--- src/rtl/uart_rx_deser_if.sv ---
// Bus between RX bit-timing logic and the receive deserialiser.
// The upstream side drives strobes; the deserialiser returns words and status.
interface uart_rx_deser_if #(
   parameter int DATA_WIDTH = 8
);
   localparam int CNT_W = $clog2(DATA_WIDTH + 2);

   logic                  shift;
   logic                  serial_in;
   logic                  clear;
   logic [DATA_WIDTH-1:0] parallel_out;
   logic                  data_valid;
   logic                  parity_err;
   logic                  busy;
   logic [CNT_W-1:0]      bit_cnt;

   modport master (
      output shift,
      output serial_in,
      output clear,
      input  parallel_out,
      input  data_valid,
      input  parity_err,
      input  busy,
      input  bit_cnt
   );

   modport slave (
      input  shift,
      input  serial_in,
      input  clear,
      output parallel_out,
      output data_valid,
      output parity_err,
      output busy,
      output bit_cnt
   );
endinterface

--- src/rtl/uart_rx_deser.sv ---
// UART receive deserialiser: configurable bit order, optional parity check,
// one-cycle word-valid pulse, frame abort and wrap-around bit counter.
module uart_rx_deser #(
   parameter int DATA_WIDTH = 8,
   parameter int MSB_FIRST  = 0,
   parameter int PARITY_EN  = 0,
   parameter int PARITY_ODD = 0
) (
   input  logic                  rx_clk,
   input  logic                  rst,
   uart_rx_deser_if.slave        bus
);
   localparam int CNT_W      = $clog2(DATA_WIDTH + 2);
   localparam int FRAME_BITS = DATA_WIDTH + ((PARITY_EN != 0) ? 1 : 0);

   localparam logic [CNT_W-1:0] DW_C   = CNT_W'(DATA_WIDTH);
   localparam logic [CNT_W-1:0] LAST_C = CNT_W'(FRAME_BITS - 1);
   localparam logic             ODD_C  = (PARITY_ODD != 0);

   typedef enum logic {
      IDLE  = 1'b0,
      SHIFT = 1'b1
   } state_t;

   state_t                state_q, state_d;
   logic [CNT_W-1:0]      cnt_q, cnt_d;
   logic [DATA_WIDTH-1:0] sreg_q, sreg_d;
   logic [DATA_WIDTH-1:0] pout_q, pout_d;
   logic                  dv_q, dv_d;
   logic                  perr_q, perr_d;

   always_ff @(posedge rx_clk) begin
      if (rst) begin
         state_q <= IDLE;
         cnt_q   <= '0;
         sreg_q  <= '0;
         pout_q  <= '0;
         dv_q    <= 1'b0;
         perr_q  <= 1'b0;
      end else begin
         state_q <= state_d;
         cnt_q   <= cnt_d;
         sreg_q  <= sreg_d;
         pout_q  <= pout_d;
         dv_q    <= dv_d;
         perr_q  <= perr_d;
      end
   end

   always_comb begin
      state_d = state_q;
      cnt_d   = cnt_q;
      sreg_d  = sreg_q;
      pout_d  = pout_q;
      dv_d    = 1'b0;
      perr_d  = perr_q;

      if (bus.clear) begin
         cnt_d   = '0;
         state_d = IDLE;
      end else if (bus.shift) begin
         if (cnt_q < DW_C) begin
            for (int i = 0; i < DATA_WIDTH; i++) begin
               if (cnt_q == CNT_W'((MSB_FIRST != 0) ? (DATA_WIDTH - 1 - i) : i))
                  sreg_d[i] = bus.serial_in;
            end
         end
         // The final strobe publishes the word including any bit taken this edge.
         if (cnt_q == LAST_C) begin
            pout_d  = sreg_d;
            dv_d    = 1'b1;
            cnt_d   = '0;
            state_d = IDLE;
            if (PARITY_EN != 0)
               perr_d = ((^sreg_q) ^ bus.serial_in) != ODD_C;
            else
               perr_d = 1'b0;
         end else begin
            cnt_d   = cnt_q + 1'b1;
            state_d = SHIFT;
         end
      end
   end

   assign bus.parallel_out = pout_q;
   assign bus.data_valid   = dv_q;
   assign bus.parity_err   = perr_q;
   assign bus.busy         = (state_q == SHIFT);
   assign bus.bit_cnt      = cnt_q;
endmodule

--- src/flat_wrapper.sv ---
// flat-port wrapper written by rule: the top's interface ports become plain ports
module uart_rx_deser_flat 
#(
   parameter int DATA_WIDTH = 8,
   parameter int MSB_FIRST  = 0,
   parameter int PARITY_EN  = 0,
   parameter int PARITY_ODD = 0
)
  (rx_clk, rst, bus_shift, bus_serial_in, bus_clear, bus_parallel_out, bus_data_valid, bus_parity_err, bus_busy, bus_bit_cnt);
  uart_rx_deser_if #(.DATA_WIDTH(DATA_WIDTH)) bus_i ();
  input  logic rx_clk;
  input  logic rst;
  input wire logic [$bits(bus_i.shift)-1:0] bus_shift;
  input wire logic [$bits(bus_i.serial_in)-1:0] bus_serial_in;
  input wire logic [$bits(bus_i.clear)-1:0] bus_clear;
  output wire logic [$bits(bus_i.parallel_out)-1:0] bus_parallel_out;
  output wire logic [$bits(bus_i.data_valid)-1:0] bus_data_valid;
  output wire logic [$bits(bus_i.parity_err)-1:0] bus_parity_err;
  output wire logic [$bits(bus_i.busy)-1:0] bus_busy;
  output wire logic [$bits(bus_i.bit_cnt)-1:0] bus_bit_cnt;
  assign bus_i.shift = bus_shift;
  assign bus_i.serial_in = bus_serial_in;
  assign bus_i.clear = bus_clear;
  assign bus_parallel_out = bus_i.parallel_out;
  assign bus_data_valid = bus_i.data_valid;
  assign bus_parity_err = bus_i.parity_err;
  assign bus_busy = bus_i.busy;
  assign bus_bit_cnt = bus_i.bit_cnt;
  uart_rx_deser #(.DATA_WIDTH(DATA_WIDTH), .MSB_FIRST(MSB_FIRST), .PARITY_EN(PARITY_EN), .PARITY_ODD(PARITY_ODD)) u_core (.rx_clk(rx_clk), .rst(rst), .bus(bus_i));
endmodule
--- config.mk ---
export PLATFORM = sky130hd
export DESIGN_NAME = uart_rx_deser_flat
export DESIGN_NICKNAME = d
export VERILOG_FILES = /design/src/rtl/uart_rx_deser_if.sv /design/src/rtl/uart_rx_deser.sv /design/src/flat_wrapper.sv
export SDC_FILE = /design/constraint.sdc
export NUM_CORES = 1
export LEC_CHECK = 0
export ABC_AREA = 1
export CAP_MARGIN = 20
export CORE_ASPECT_RATIO = 1.1
export CORE_UTILIZATION = 25
export DETAILED_ROUTE_END_ITERATION = 10
export GPL_ROUTABILITY_DRIVEN = 0
export PLACE_DENSITY = 0.54
export RECOVER_POWER = 50
export SLEW_MARGIN = 10
export SYNTH_ARGS = -nofsm -noshare
export SYNTH_HDL_FRONTEND = slang
export SYNTH_SLANG_ARGS = --single-unit
--- constraint.sdc ---
create_clock -name rx_clk -period 1.6 [get_ports rx_clk]
set_clock_uncertainty 0.15 [all_clocks]
set_input_delay 0.24 -clock rx_clk [delete_from_list [all_inputs] [get_ports rx_clk]]
set_output_delay 0.24 -clock rx_clk [all_outputs]
set_load 0.1 [all_outputs]
==> metrics.cfg, run 1 <==
[sta]
max_slew.worst_pin.slew_ns = 0.539
period_needed_ns = 1.44
period_share_pct = 90.2
rsz0062_at_grt = false
setup_viol = 0
slew_headroom_pct = 64.2
fmax_ghz = 0.693
finalSetupTns_ns = 0
finalMaxSlewViolations = 0
timing_hold_violations_final = 0

[power_and_ir_drop]
ir_drop_mv = 0.234
power_density_mw_per_mm2 = 772
combinationalPowerShare_pct = 14.8
swShare_pct = 27.6
power.share.sequential_pct = 51.8
leakage_nw = 0.674
p_int_mw = 0.759
pwr-share-clk_pct = 33.4
switching_power_mw = 0.290

[critical_path]
critical_path_peak_fanout = 5
critPathBufInv = 1
worstReg2RegStart = u_core.bus.bit_cnt[2]
critical-path-top-delay-family = buffers and inverters
timing.reg2reg.setup_slack_ns = 0.19
arrival_ns = 1.05
cpMaxStageDelayCell = buf_2
startpoint = u_core.bus.bit_cnt[1]
rr_endpoint = u_core.bus.parallel_out[5]
worstSetupStartpointType = register
endpoint = bus_bit_cnt[1]
cp_num_cells = 1
crit_path_max_incr_delay_ns = 0.42
path_cells = buf_2
required_ns = 1.21
endpoint_kind = primary output
reg2regPathDepth = 6
criticalPathCategory = reg2out

[floorplan]
die_area_mm2 = 0.00459
die_x_um = 64.7
die_y_um = 71.0
rows = 24
start_util_pct = 26.7
pin_count = 20
core_mm2 = 0.00405

[synth]
synth_cell_types = 22
syn-cell-area_mm2 = 0.00108
synth_cells = 161
synthTopCellsByArea = dfxtp_1 (39%), nand2_1 (14%), nor2_1 (13%)
synth_top_cell_by_area = dfxtp_1
synth-seq-cells = 21
seq_area_frac_synth_pct = 38.9
yosys_warnings = 0
synth_top_area_share_pct = 38.9
syn_area_per_cell_um2 = 6.71
synth_nets = 170

[clocking]
hold_buffers = 0
clkSinkCount = 21
cts_tree = yes
ctsResizeCount = 0
clk_pin_slew_ns = 0.08
htree_levels = 1
cts_buffer_depth = 2
cts_buffers = 3
cts_root_buffer = clkbuf_8
post-cts-setup-buffers = 0
clkLatencyLatePin_ns = 0.26

[min_path]
hold_path.class = reg2reg

[run]
cap_violations = 0

[detailed_routing]
route.met3.wl_um = 105
final_antenna_net_count = 0
drtIter0Drc = 57
drt_pass1_iterations = 4
dr.max_layer_used = met4
wl_per_cell_um = 9.72
drc = 0
vias_per_cell = 4.26
wirelength_mm = 2.30
wl_met2_mm = 1.07
via_count = 1010
wl_met1_mm = 1.09

[cells_and_area]
drive_above_1_share_pct = 17.3
design_area_mm2 = 0.00136
antenna_cells = 0
layout_commonest_cell = nand2_1
area_growth_pct = 25.6
final_util_pct = 33.5
fin_nets = 195
final_cell_mix = nand2_1 (41), nor2_1 (38), nand3_1 (18), dfxtp_1 (18), inv_1 (14)

[global_route]
antenna_found_initial = 0
grt_pass1_vias = 951
grt_util_all_layers_pct = 10.8
grt_overflow = 0
grt_first_pass_wirelength_mm = 4.00
grt_max_degree = 13

[placement]
port_buffers = 18
dp_hpwl_mm = 1.82
dpl-instance-area_mm2 = 0.00150

[run_status]
outcome = completed

[registers in the layout (all words and copies together) (netlist names)]
register	cells
u_core.bus.bit_cnt	4
u_core.bus.parallel_out	8
u_core.bus.data_valid	1
u_core.sreg_q	7
u_core.bus.busy	1
[cells by family (layout without fill, tap and decap cells)]
family | count (synthesis) | count (layout) | share of synthesized area (%)
DFF | 21 | 21 | 38.9
other | 1 | 1 | 0.347
AOI/OAI and AO/OA | 10 | 10 | 5.55
buffers and inverters | 23 | 47 | 9.84
xor gates and xnor gates | 1 | 1 | 0.810
adders and majority gates | 4 | 4 | 4.63
and+or+nand+nor | 101 | 101 | 39.9
[power by group through the flow]
| stage | registers (mW) | clock network, mW | logic [mW] |
|---|---|---|---|
| after floorplan | 0.580 | 0 | 0.0884 |
| after global placement | 0.558 | 0 | 0.168 |
| after detailed placement | 0.559 | 0 | 0.167 |
| after CTS | 0.546 | 0.362 | 0.168 |
| after global routing | 0.546 | 0.390 | 0.171 |
| final | 0.544 | 0.350 | 0.155 |
[cell type report]
| type | count | area (um^2) |
|---|---|---|
| Fill cell | 441 | 2700 |
| Multi-Input combinational cell | 117 | 552 |
| Sequential cell | 21 | 432 |
| Timing Repair Buffer | 26 | 199 |
| Tap cell | 52 | 65.1 |
| Inverter | 17 | 63.8 |
| Clock buffer | 3 | 41.3 |
| Clock inverter | 1 | 5.00 |
[cell usage after synthesis, drive strengths merged]
master and instances:
nand3 19, nand2 41, o21ai 4, nor2 39, buf 5, o21bai 4, inv 16, nand4 2
dfxtp 21, clkinv 1, xnor2 1, ha 4, clkbuf 1, conb 1, a21oi 2
[worst min-delay path by stage]
stage / start / to / depth (start not counted)
after global placement: u_core.bus.busy / u_core.bus.busy / 2
after CTS: u_core.bus.parallel_out[5] / u_core.bus.parallel_out[5] / 2
after detailed placement: u_core.bus.parallel_out[5] / u_core.bus.parallel_out[5] / 2
final: u_core.bus.parallel_out[5] / u_core.bus.parallel_out[5] / 2
after floorplan: bus_shift / u_core.bus.busy / 2
after global routing: u_core.bus.parallel_out[7] / u_core.bus.parallel_out[7] / 2
[metrics by stage]
step                setup slack [ns]  cells  power, mW  hold WS, ns
floorplan                     0.0485    161      0.668        0.225
global placement             0.00985    233      0.726        0.351
detailed placement           -0.0289    233      0.726        0.355
CTS                            0.151    237       1.08        0.367
global route                  0.0244    237       1.11        0.360
finish                         0.157    237       1.05        0.324
[per-layer routing]
layer  vias to the layer above  global-route usage (%)
li1                        548                       -
met1                       441                    13.3
met2                        19                    18.2
met3                         2                    1.61
met4                         0                    5.19
met5                         -                       0
(Power assumes the default switching activity.)
==> run 2: changes to the inputs <==
- CTS_CLUSTER_SIZE: unset -> 24
==> results of run 2 <==
Final layout, timing and power as in run 1 (identical DEF).
==> run 3: changes to the inputs <==
- CORE_MARGIN: unset -> 8
- CORE_UTILIZATION: 25 -> 50
- PLACE_DENSITY: 0.54 -> 0.87
- clock period: 1.6 -> 1.4 ns (I/O delays scaled with it)
==> metrics.cfg, run 3 (synthesized netlist as in run 1, its figures left out) <==
[run_status]
outcome = finished with violations
violations = design-rule violations, negative setup slack

[cells_and_area]
drive_above_1_share_pct = 26.3  ; +9.0 points
area_growth_pct = 35.9
final_util_pct = 72.7  ; +39 points
final_cell_mix = nand2_1 (41), nor2_1 (35), nand3_1 (17), buf_4 (16), dfxtp_1 (13)
register_area_um2 = 440  ; +2.0%
design_area_mm2 = 0.00147  ; +8.2%
multi_input_area_um2 = 599  ; +8.6%
stdcell_count = 214  ; -9.7%
layout_commonest_cell = nand2_1
fillerInstances = 147  ; -67%
fin_nets = 196  ; +0.51%
largest_reg_flops = 8  ; unchanged
antenna_cells = 0  ; unchanged

[critical_path]
criticalPathCategory = reg2reg
endpoint_kind = register
timing.reg2reg.setup_slack_ns = -0.02  ; -0.21 ns
critical_path_peak_fanout = 6  ; +1
reg2regPathDepth = 7  ; +1
required_ns = 1.45  ; +0.24 ns
rr_endpoint = u_core.bus.parallel_out[6]
worstReg2RegStart = u_core.bus.bit_cnt[0]
worstSetupStartpointType = register
arrival_ns = 1.48  ; +0.43 ns

[global_route]
grt_first_pass_wirelength_mm = 4.75  ; +19%
antenna_found_initial = 0  ; unchanged
grt_max_degree = 15  ; +2
grt_overflow = 0  ; unchanged
grt_util_all_layers_pct = 15.6  ; +4.8 points
grt_pass1_vias = 1082  ; +14%

[clocking]
cts_buffer_depth = 2  ; unchanged
cts_root_buffer = clkbuf_4
cts_buffers = 3  ; unchanged
clkSinkCount = 21  ; unchanged
clk_pin_slew_ns = 0.12  ; +0.04 ns
clkLatencyLatePin_ns = 0.30  ; +0.04 ns
cts_tree = yes
htree_levels = 1  ; unchanged
hold_buffers = 0  ; unchanged

[detailed_routing]
final_antenna_net_count = 0  ; unchanged
drt_pass1_iterations = 10  ; +6
wirelength_mm = 3.14  ; +36%
wl_per_cell_um = 14.7  ; +51%
vias_per_cell = 5.45  ; +28%
drtIter0Drc = 55  ; -3.5%
drc = 1  ; +1
via_count = 1167  ; +16%

[sta]
setup_ws_ns = -0.0221  ; -0.179 ns
setup_viol = 2  ; +2
fmax_ghz = 0.703
period_needed_ns = 1.42
timing_hold_violations_final = 0  ; unchanged
rsz0062_at_grt = true
finalMaxSlewViolations = 0  ; unchanged
period_share_pct = 102
whs_ns = 0.333  ; +0.00915 ns

[power_and_ir_drop]
p_int_mw = 0.791  ; +4.3%
power.share.sequential_pct = 55.5  ; +3.7 points
swShare_pct = 29.4  ; +1.8 points
leakage_nw = 0.702  ; +4.1%
power_density_mw_per_mm2 = 763  ; -1.2%
switching_power_mw = 0.330  ; +14%
ir_drop_mv = 0.608  ; +160%
pwr-share-clk_pct = 26.0  ; -7.4 points
combinationalPowerShare_pct = 18.4  ; +3.6 points

[floorplan]
die_area_mm2 = 0.00391  ; -15%
pin_count = 20  ; unchanged
die_y_um = 64.8  ; -8.7%
start_util_pct = 53.5  ; +27 points
core_mm2 = 0.00202  ; -50%
die_x_um = 60.3  ; -6.7%
rows = 17  ; -29%

[placement]
dpl_worst_slack_ns = -0.207  ; -0.178 ns
post-place-cells = 208  ; -11%
port_buffers = 18  ; unchanged
dpl-instance-area_mm2 = 0.00151  ; +0.84%
dp_hpwl_mm = 2.09  ; +15%

[min_path]
min_to = u_core.bus.busy
hold_path.startpoint = u_core.bus.busy
holdPathStages = 2  ; unchanged
hold_path.class = reg2reg

[run]
cap_violations = 0  ; unchanged

-- run 3: power by group through the flow --
stage,combinational [mW],clock (mW),sequential (mW)
after floorplan,0.102,0,0.662
after global placement,0.191,0,0.637
after detailed placement,0.198,0,0.638
after CTS,0.201,0.297,0.624
after global routing,0.221,0.321,0.625
final,0.207,0.292,0.623
-- run 3: timing repair --
item / 4_1_cts / 5_1_grt
buffers inserted: 0 / 2
setup endpoints to repair: 1 / 9
endpoints found under the hold margin: 0 / 0
resized for setup: 1 / 4
pin swaps: 0 / 0
gates cloned: 0 / 0
-- run 3: per-layer routing --
metal	share of wire (%)	GRT usage, %
met5	0	0
met4	4.8	9.25
met3	8.5	1.58
met2	49	27.0
met1	38	17.5
-- run 3: final cells by class --
| type | instances | area share, % |
|---|---|---|
| flip-flops and latches | 21 | 30.0 |
| inverters | 17 | 4.51 |
| clock inverters | 1 | 0.341 |
| multi-input cells | 117 | 40.8 |
| well taps | 28 | 2.39 |
| repair buffers | 27 | 20.4 |
| clock buffers | 3 | 1.53 |
-- run 3: stage by stage --
stage / power [mW] / setup TNS (ns)
global route: 1.17 / -0.273
CTS: 1.12 / 0
floorplan: 0.764 / -0.216
finish: 1.12 / -0.0412
detailed placement: 0.835 / -2.97
global placement: 0.828 / -1.99
-- run 3: how the worst max path moves through the flow --
stage	startpoint	end	slack, ns
floorplan	u_core.bus.bit_cnt[2]	u_core.bus.parallel_out[4]	-0.03
global placement	bus_clear	u_core.bus.parallel_out[5]	-0.15
detailed placement	bus_shift	u_core.bus.parallel_out[5]	-0.21
CTS	u_core.bus.bit_cnt[0]	u_core.bus.parallel_out[7]	0.01
global route	u_core.bus.bit_cnt[0]	u_core.bus.parallel_out[6]	-0.09
finish	u_core.bus.bit_cnt[0]	u_core.bus.parallel_out[6]	-0.02
-- run 3: worst max-delay path: stages (launching register included) --
cell	delay (ns)
dfxtp_4	0.40
inv_2	0.07
ha_2	0.21
nand3_1	0.09
nand2_1	0.09
nand2_1	0.07
nor2_1	0.16
nor2_1	0.08
